--- src/rtl/mem_bus_ctrl.sv ---
// mem_bus_ctrl: data-memory bus controller between the core data port and NSLAVES
// memory-mapped slaves. Decodes each access to one slave, drives a one-hot enable for
// WAIT_CFG[sel]+1 cycles, registers the selected read data and returns a one-cycle
// cpu_ready pulse.
//
// Optional feature macro: MEM_BUS_ERR_EN
//   defined   : unmapped accesses raise cpu_err together with cpu_ready.
//   undefined : cpu_err is tied to 0; unmapped accesses still complete silently.
//
// Ports:
//   clk, reset      clock, synchronous active-low reset
//   cpu_req/we      core request and direction (1 = write)
//   cpu_addr/wdata  core byte address and write data
//   cpu_rdata       registered read data, valid while cpu_ready
//   cpu_ready       one-cycle completion pulse
//   cpu_err         unmapped-access flag (see macro above)
//   busy            high whenever the controller is not idle
//   s_en            one-hot slave enable
//   s_we            slave write enable
//   s_addr/s_wdata  latched address/write data to slaves
//   s_rdata         concatenated slave read data, slave i at [DW*i +: DW]
module mem_bus_ctrl #(
    parameter int unsigned          NSLAVES  = 4,
    parameter int unsigned          DW       = 32,
    parameter int unsigned          AW       = 32,
    parameter int unsigned          SEL_LO   = 12,
    parameter logic [4*NSLAVES-1:0] WAIT_CFG = '0
) (
    input  logic                  clk,
    input  logic                  reset,
    input  logic                  cpu_req,
    input  logic                  cpu_we,
    input  logic [AW-1:0]         cpu_addr,
    input  logic [DW-1:0]         cpu_wdata,
    output logic [DW-1:0]         cpu_rdata,
    output logic                  cpu_ready,
    output logic                  cpu_err,
    output logic                  busy,
    output logic [NSLAVES-1:0]    s_en,
    output logic                  s_we,
    output logic [AW-1:0]         s_addr,
    output logic [DW-1:0]         s_wdata,
    input  logic [NSLAVES*DW-1:0] s_rdata
);

    localparam int unsigned SELW = $clog2(NSLAVES);
    localparam int unsigned TOP  = SEL_LO + SELW;

    typedef enum logic [1:0] {StIdle, StAccess, StResp} state_e;

    state_e              state_q;
    logic [SELW-1:0]     sel_q;
    logic [3:0]          cnt_q;
    logic [NSLAVES-1:0]  s_en_q;
    logic                s_we_q;
    logic [AW-1:0]       s_addr_q;
    logic [DW-1:0]       s_wdata_q;
    logic [DW-1:0]       cpu_rdata_q;
    logic                cpu_ready_q;
    logic                busy_q;

    logic [SELW-1:0]     sel;
    logic                mapped;
    logic [NSLAVES-1:0]  en_dec;
    logic [3:0]          wait_sel;
    logic [DW-1:0]       rdata_sel;

    assign sel    = cpu_addr[SEL_LO +: SELW];
    // Everything above the select field must be zero; if the field reaches the top
    // of the address the shift yields zero and every address is mapped.
    assign mapped = ((cpu_addr >> TOP) == '0);

    // Decode from the live address (used in idle) and mux read data from the
    // latched select (used in access), so a moving cpu_addr cannot redirect it.
    always_comb begin
        en_dec    = '0;
        wait_sel  = '0;
        rdata_sel = '0;
        for (int i = 0; i < NSLAVES; i++) begin
            if (sel == SELW'(i)) begin
                en_dec[i] = 1'b1;
                wait_sel  = WAIT_CFG[4*i +: 4];
            end
            if (sel_q == SELW'(i)) begin
                rdata_sel = s_rdata[DW*i +: DW];
            end
        end
    end

`ifdef MEM_BUS_ERR_EN
    logic cpu_err_q;
    assign cpu_err = cpu_err_q;
`else
    assign cpu_err = 1'b0;
`endif

    always_ff @(posedge clk) begin
        if (!reset) begin
            state_q     <= StIdle;
            sel_q       <= '0;
            cnt_q       <= '0;
            s_en_q      <= '0;
            s_we_q      <= 1'b0;
            s_addr_q    <= '0;
            s_wdata_q   <= '0;
            cpu_rdata_q <= '0;
            cpu_ready_q <= 1'b0;
            busy_q      <= 1'b0;
`ifdef MEM_BUS_ERR_EN
            cpu_err_q   <= 1'b0;
`endif
        end else begin
            unique case (state_q)
                StIdle: begin
                    if (cpu_req) begin
                        s_addr_q  <= cpu_addr;
                        s_wdata_q <= cpu_wdata;
                        sel_q     <= sel;
                        busy_q    <= 1'b1;
                        if (mapped) begin
                            s_we_q  <= cpu_we;
                            s_en_q  <= en_dec;
                            cnt_q   <= wait_sel;
                            state_q <= StAccess;
                        end else begin
                            // No slave sees an unmapped access; complete it at once.
                            s_we_q      <= 1'b0;
                            cpu_ready_q <= 1'b1;
`ifdef MEM_BUS_ERR_EN
                            cpu_err_q   <= 1'b1;
                            cpu_rdata_q <= '0;
`else
                            if (!cpu_we) begin
                                cpu_rdata_q <= '0;
                            end
`endif
                            state_q     <= StResp;
                        end
                    end
                end
                StAccess: begin
                    if (cnt_q == 4'd0) begin
                        if (!s_we_q) begin
                            cpu_rdata_q <= rdata_sel;
                        end
                        s_en_q      <= '0;
                        s_we_q      <= 1'b0;
                        cpu_ready_q <= 1'b1;
                        state_q     <= StResp;
                    end else begin
                        cnt_q <= cnt_q - 4'd1;
                    end
                end
                StResp: begin
                    cpu_ready_q <= 1'b0;
                    busy_q      <= 1'b0;
`ifdef MEM_BUS_ERR_EN
                    cpu_err_q   <= 1'b0;
`endif
                    state_q     <= StIdle;
                end
                default: begin
                    s_en_q      <= '0;
                    s_we_q      <= 1'b0;
                    cpu_ready_q <= 1'b0;
                    busy_q      <= 1'b0;
                    state_q     <= StIdle;
                end
            endcase
        end
    end

    assign s_en      = s_en_q;
    assign s_we      = s_we_q;
    assign s_addr    = s_addr_q;
    assign s_wdata   = s_wdata_q;
    assign cpu_rdata = cpu_rdata_q;
    assign cpu_ready = cpu_ready_q;
    assign busy      = busy_q;

endmodule

--- config.mk ---
export PLATFORM = sky130hd
export DESIGN_NAME = mem_bus_ctrl
export DESIGN_NICKNAME = d
export VERILOG_FILES = /design/src/rtl/mem_bus_ctrl.sv
export SDC_FILE = /design/constraint.sdc
export NUM_CORES = 1
export LEC_CHECK = 0
export ABC_CLOCK_PERIOD_IN_PS = 3820
export CORE_AREA = 2 2 117 119
export DETAILED_ROUTE_END_ITERATION = 16
export DIE_AREA = 0 0 119 121
export PLACE_DENSITY = 0.81
export SYNTH_ARGS = -nofsm -noshare
export SYNTH_HDL_FRONTEND = slang
export SYNTH_SLANG_ARGS = --single-unit
--- constraint.sdc ---
create_clock -name clk -period 3.82 [get_ports clk]
set_input_delay 0.382 -clock clk [delete_from_list [all_inputs] [get_ports clk]]
set_output_delay 0.382 -clock clk [all_outputs]
set_load 0.05 [all_outputs]
==> Word level (Yosys, flattened, before mapping) <==
Cells that the tools add are included.
{ "classes": {"n_addsub": 1, "n_eq_ne": 15, "muxes": 36, "n_bitwise": 2, "reduce_logical": 14} }
{ "ops": {"columns": ["op", "count"], "rows": [
  ["$mux W32", 9],
  ["$pmux W32 S2", 1],
  ["$logic_not A32 Y1", 1],
  ["$mux W4", 6],
  ["$ne A2 B2 Y1 const B", 7],
  ["$pmux W4 S3", 1],
  ["$mux W1", 11],
  ["$eq A2 B2 Y1 const B", 5],
  ["$pmux W4 S2", 1],
  ["$reduce_and A4 Y1", 2],
  ["$eq A2 B1 Y1 const B", 3],
  ["$logic_not A2 Y1", 3],
  ["$mux W2", 3],
  ["$reduce_and A2 Y1", 3],
  ["$reduce_and A3 Y1", 2],
  ["$reduce_and A6 Y1", 1],
  ["$logic_not A4 Y1", 1],
  ["$pmux W1 S2", 2],
  ["$pmux W2 S2", 1],
  ["$sub A4 B1 Y4 const B", 1],
  ["$pmux W1 S3", 1],
  ["$not A1 Y1", 2],
  ["$reduce_bool A2 Y1", 1]
]} }
{ "word_totals": {"regBits": 111, "out_inout_bits": 104} }

==> Logic depth before layout (Yosys ltp) <==
Gate-level depths: netlist (run 1).
{ "logic_depth": {"word_depth": 8, "depth_mapped": 7} }

==> Worst setup path after synthesis (run 1) <==
Ideal clock, no wire load.
{ "synth_timing": {"path_type": "register to register", "start": "reg cnt_q[0]", "end": "reg cpu_rdata_q[21], in the netlist cpu_rdata[21]", "setup_ns": 0.121, "t_arrival_ns": 1.648, "required_ns": 3.699, "slack_ns": 2.050, "path_stages_with_launch": 8, "path_buffers": 1, "synth_period_minus_slack_ns": 1.770, "cell_sequence": "dfxtp_1 -> inv_1 -> ha_1 -> or3b_4 -> o32ai_4 -> o31a_2 -> buf_4 -> o21ai_0"} }
{ "synth_via": {"elab_chain_len": 3} }
{ "synth_rtl": {"columns": ["item", "line_no", "text"], "rows": [
  ["start, declared", "53", "logic [3:0] cnt_q;"],
  ["start signal, assigned", "123", "cnt_q <= wait_sel;"],
  ["start signal, assigned", "151", "cnt_q <= cnt_q - 4'd1;"],
  ["$logic_not A4 Y1", "142", "if (cnt_q == 4'd0) begin"],
  ["$ne A2 B2 Y1 (no line)", null, null],
  ["$reduce_and A6 Y1 (no line)", null, null],
  ["end signal, assigned", "144", "cpu_rdata_q <= rdata_sel;"],
  ["end, declared", "58", "logic [DW-1:0] cpu_rdata_q;"]
]} }
No other way between the ends.
A chain may end at the register's enable or synchronous reset.

==> Worst setup path after layout (run 1) <==
{ "layout_timing": {"start": "in cpu_req", "end": "reg cpu_rdata_q[19], in the netlist cpu_rdata[19]"} }
{ "layout_via": {"elab_chain_len": 2} }
{ "layout_rtl": {"columns": ["item", "line_no", "text"], "rows": [
  ["start, declared", "31", "input logic cpu_req,"],
  ["$ne A2 B2 Y1 (no line)", null, null],
  ["$reduce_and A6 Y1 (no line)", null, null]
]} }
No other way between the ends.

==> qor.txt, run 1 <==
crit path kind - input pin to flop
Tightest Hold Check Type - flop to flop
fraction of layout cells with a size suffix above 1 - 3.85%
number of port buffers - 298
Reg clk slew, reported paths - 0.08 ns
Max Cap Viol - 0
Final setup viols - 0
synthesized flop and latch total - 109
Post-CTS Resized - 0
Tot Pwr - 2840 uW
maximum VDD drop - 0.000228 V
IO Count - 300
Cell Pwr Density - 344 nW/um^2
Cells after Synth - 609
Register Area - 2190 sq um
Setup Skew - 0.00779 ns
area of the multi-input gates - 2480 sq um
sequential power share - 42.3%
Die W - 119 um
Crit. End Element - flop
WL per Instance - 15.4 um
Final Hold Viols - 0
die height - 121 um
initial antenna violation count - 2
Post-CTS Hold Fix Bufs - 0
Bufs on Longest Clock Path - 2
Layout Nets - 1075
top cells by area, synth - dfxtp_1 (45%), nand2_1 (16%), mux2i_1 (14%)
Num CTS Buffers - 9
Cell variety after synth - 34
clk sinks - 109
final wirelength - 16300 um
Async SR Flop Fraction - 0%
Synth Flop Type - dfxtp_1
Post-CTS Setup Bufs - 0
status - finished clean
synth-to-layout area growth - 69.3%
clk root buf - clkbuf_16
setup TNS - 0 ns
YS warnings - 0
first-pass GRT wire length - 25400 um
Initial DRT Pass Iterations - 5
Max Slew Vio Count - 0
CP startpoint kind - input pin
sw frac - 28.1%
DRT iter0 DRCs - 317
commonest cells in the synthesized netlist - nand2_1 (202), dfxtp_1 (109), a21oi_1 (68), mux2i_1 (68), o22ai_1 (34)
Critical Path Fanout Max - 40
Clk pwr share - 35.8%
remaining global-route overflow - 0
Vias/cell - 4.97
Int Power - 2040 uW
vias in the first global route - 5005
WP data required - 4.02 ns
H-tree depth - 3
clock latency on the worst-skew pair - 0.35 ns
syn_area_per_cell - 8.02 sq um
count leader, synth - nand2_1
fillers - 1125
DRC Markers - 0
Net Sw Power - 798 uW
area fraction of the dominant cell type after synthesis - 44.7%
Comb power frac - 21.9%
CORE AREA - 13100 sq um
period utilization - 66.9%
Arr. time, crit path - 2.76 ns
P_leak - 0.00288 uW
Worst Tran Pin Value - 0.942 ns
Core Rows - 42
RePlAce Congestion - 0.808
Synth area leader - dfxtp_1
maximum number of pins on one net before global-route repair - 47
cell area after synthesis - 4880 sq um
die footprint - 14400 sq um
fmax - 0.391 GHz
starting density of the core - 37.3%
Synthesized Nets - 806
Detail Placement HPWL - 11800 um
Final min period - 2.56 ns
register area share after synthesis - 44.7%
Routed Antenna Nets - 0
GRT Total Usage - 22.1%
RSZ-0062 raised after global routing - false
Vias - 5268
Slew headroom - 37.2%
CTS tree - built
EDFF count, synth - 0
==> state kept, by name (all words and copies together) (netlist names) <==
register / cells
cnt_q: 4
busy: 1
s_wdata: 32
sel_q: 1
s_addr: 31
cpu_rdata: 32
cpu_ready: 1
s_en: 4
state_q: 2
s_we: 1
==> metal layers <==
layer,global-route usage (%),part of all wire [%]
met1,25.6,40
met5,0,0
met3,7.24,9.4
met2,37.0,47
met4,10.6,3.5
==> path summary, 6_finish.rpt <==
kind | start | end | slack [ns] | depth (start not counted)
setup reg to reg | state_q[1] | cpu_rdata[19] | 1.32 | 4
setup / recovery | cpu_req | cpu_rdata[19] | 1.26 | 5
hold reg to reg | cpu_rdata[29] | cpu_rdata[29] | 0.45 | 2
hold / removal | cpu_rdata[29] | cpu_rdata[29] | 0.45 | 2
==> cells in the final DEF, fill, tap and decap left out, types with 2 or more instances in the layout <==
| master | synthesis | final |
|---|---|---|
| a21oi_1 | 68 | 68 |
| buf_4 | 4 | 8 |
| clkbuf_16 | 0 | 10 |
| clkdlybuf4s50_1 | 0 | 297 |
| dfxtp_1 | 109 | 108 |
| diode_2 | 0 | 2 |
| inv_1 | 3 | 2 |
| mux2i_1 | 68 | 68 |
| nand2_1 | 202 | 202 |
| nand2b_1 | 4 | 4 |
| nand3_1 | 7 | 7 |
| nand3b_1 | 2 | 2 |
| nand4b_1 | 2 | 2 |
| nor2_1 | 4 | 3 |
| nor3_1 | 2 | 2 |
| nor4_1 | 5 | 5 |
| o21ai_0 | 22 | 22 |
| o21ai_1 | 12 | 12 |
| o22ai_1 | 34 | 34 |
| o31ai_1 | 2 | 2 |
==> cell families after synthesis <==
kind of cell | share of synthesized area (%)
AOI/OAI and AO/OA | 16.4
other | 0.0768
buffers and inverters | 4.71
muxes | 13.9
DFF | 44.7
and+or+nand+nor | 20.0
adders and majority gates | 0.256
==> power by group through the flow <==
stage | Clock, uW | Sequential [uW] | Combinational [uW]
after floorplan | 0 | 1360 | 170
after global placement | 0 | 1230 | 620
after detailed placement | 0 | 1230 | 623
after CTS | 1040 | 1200 | 626
after global routing | 1080 | 1210 | 661
final | 1020 | 1200 | 622
==> per-stage QoR <==
| step | setup WS, ns | hold WS [ns] | instances | instance area, sq um | utilization [%] |
|---|---|---|---|---|---|
| after floorplan | 2.05 | 0.469 | 609 | 4880 | - |
| after global placement | 0.947 | 0.434 | 1043 | 7940 | 60.6 |
| after detailed placement | 0.878 | 0.441 | 1043 | 7940 | 60.6 |
| after CTS | 1.24 | 0.452 | 1059 | 8260 | 63.2 |
| after global routing | 1.11 | 0.469 | 1061 | 8270 | 63.2 |
| final | 1.26 | 0.451 | 1061 | 8270 | 63.2 |
==> critical path, stage by stage <==
cell,delay (ns)
clkdlybuf4s50_1,0.49
or3b_2,0.83
o32ai_4,0.23
o31a_2,0.60
o21ai_0,0.21
==> final cells by class <==
cell class,count,area share (%)
antenna,2,0.0605
clock buffer,10,3.03
clock inverter,6,0.953
inverter,3,0.136
multi-input combinational,449,30.0
sequential,109,26.4
tap,176,2.66
timing repair buffer,306,36.7
(Power assumes the default switching activity.)
==> run 2, diff against run 1 <==
==> config.mk (replaced) <==
export PLATFORM = sky130hd
export DESIGN_NAME = mem_bus_ctrl
export DESIGN_NICKNAME = d
export VERILOG_FILES = /design/src/rtl/mem_bus_ctrl.sv
export SDC_FILE = /design/constraint.sdc
export NUM_CORES = 1
export LEC_CHECK = 0
export ABC_CLOCK_PERIOD_IN_PS = 2100
export CORE_MARGIN = 1.5
export CORE_UTILIZATION = 34
export DETAILED_ROUTE_END_ITERATION = 16
export PLACE_DENSITY = 0.78
export SYNTH_ARGS = -nofsm -noshare
export SYNTH_HDL_FRONTEND = slang
export SYNTH_SLANG_ARGS = --single-unit
==> constraint.sdc (replaced) <==
create_clock -name clk -period 2.1 [get_ports clk]
set_input_delay 0.21 -clock clk [delete_from_list [all_inputs] [get_ports clk]]
set_output_delay 0.21 -clock clk [all_outputs]
set_load 0.05 [all_outputs]
==> run 2 against run 1 <==
Total power is 75% higher. Die area is 4.8% higher. Final cell count is 1.9% higher. Worst setup slack worse by 1.2 ns. First-iteration DRC count is 24% lower. Critical path depth is 2 higher. Critical endpoint is now cpu_rdata[17].
==> qor.txt, run 2 (same netlist as run 1, synthesis figures left out) <==
Max Slew Vio Count - 0
vias in the first global route - 4976
starting density of the core - 35.1%
final wirelength - 16900 um
period utilization - 94.8%
fmax - 0.503 GHz
Setup Skew - 0.00705 ns
WL per Instance - 15.6 um
Crit. Startpoint - cnt_q[0]
fillers - 1235
Detail Placement HPWL - 12500 um
maximum VDD drop - 0.000402 V
FF-to-FF path depth - 7
number of port buffers - 298
Critical Path Fanout Max - 32
Worst R2R Setup Slack - 0.11 ns
Reg-to-Reg Start - cnt_q[0]
placed inst area - 8140 sq um
setup TNS - 0 ns
Tightest Hold Check Type - input pin to flop
Bufs on Longest Clock Path - 2
Worst Tran Pin Value - 0.570 ns
P_leak - 0.00296 uW
Routed Antenna Nets - 0
Die W - 123 um
most frequent cells in the layout - clkdlybuf4s50_1 (297), nand2_1 (202), dfxtp_1 (108), a21oi_1 (68), mux2i_1 (68)
crit path to - cpu_rdata[17]
Final Hold Viols - 0
maximum number of pins on one net before global-route repair - 65
Register Area - 2190 sq um
die footprint - 15100 sq um
Slew headroom - 61.9%
Cell Pwr Density - 591 nW/um^2
IO Count - 300
Num CTS Buffers - 9
synth-to-layout area growth - 72.5%
Vias/cell - 4.89
first-pass GRT wire length - 25200 um
initial antenna violation count - 3
GRT Total Usage - 21.4%
Core Rows - 43
die height - 123 um
DRC Markers - 0
RePlAce Congestion - 0.800
Initial DRT Pass Iterations - 4
commonest non-fill, non-tap cell in the layout - clkdlybuf4s50_1
Crit. End Element - flop
Arr. time, crit path - 2.21 ns
CP startpoint kind - flop
fin util - 60.5%
clk sinks - 109
status - finished clean
Post-CTS Setup Bufs - 0
H-tree depth - 3
Max Cap Viol - 0
Vias - 5291
CTS tree - built
Post-CTS Hold Fix Bufs - 0
clock latency on the worst-skew pair - 0.35 ns
crit path kind - flop to flop
CORE AREA - 13900 sq um
remaining global-route overflow - 0
DRT iter0 DRCs - 240
reg2reg end - cpu_rdata[17]
fraction of layout cells with a size suffix above 1 - 5.35%
area of the multi-input gates - 2480 sq um
Reg clk slew, reported paths - 0.07 ns
Final min period - 1.99 ns
RSZ-0062 raised after global routing - false
clk root buf - clkbuf_16
Layout Nets - 1090
Final Instance Area - 8430 sq um
WP data required - 2.32 ns
Post-CTS Resized - 0
Final setup viols - 0
==> run 2: layout make-up <==
class	instances	area share, %
timing repair buffer	321	38.5
multi-input combinational	449	29.4
sequential	109	25.9
clock buffer	10	2.72
tap	180	2.67
clock inverter	6	0.549
inverter	3	0.134
antenna	3	0.0891
==> run 2: power by group <==
group	total, uW	switching, uW	internal, uW
registers	2180	44.5	2140
logic	1170	586	585
clock network	1630	808	817
total	4980	1440	3540
==> run 2: how the worst min path moves through the flow <==
stage | cells past startpoint | end | startpoint
final | 3 | s_addr[8] | cpu_addr[8]
after global routing | 3 | s_wdata[10] | cpu_wdata[10]
after CTS | 3 | s_addr[8] | cpu_addr[8]
after detailed placement | 2 | cpu_rdata[1] | cpu_rdata[1]
after global placement | 2 | cpu_rdata[8] | cpu_rdata[8]
after floorplan | 2 | s_addr[0] | cpu_addr[0]
==> run 2: critical path, cell delays in order (launching register included) <==
cell,delay (ns)
dfxtp_1,0.33
inv_1,0.07
ha_1,0.20
or3b_4,0.44
o32ai_4,0.27
o31a_2,0.23
buf_12,0.18
o21ai_0,0.13
==> run 2: metal layers <==
layer  track usage, %  share of wire [%]
met5                0                  0
met4             9.38                2.5
met3             7.02                 10
met2             37.3                 48
met1             23.7                 39
==> run 2: through the flow <==
step	cells	power, uW	setup WS, ns	hold slack (ns)
after floorplan	609	2790	0.330	0.346
after global placement	1062	3400	0.0665	0.434
after detailed placement	1062	3410	0.000548	0.441
after global routing	1081	5190	0.0187	0.398
final	1081	4980	0.110	0.398
after CTS	1078	5040	0.0977	0.384
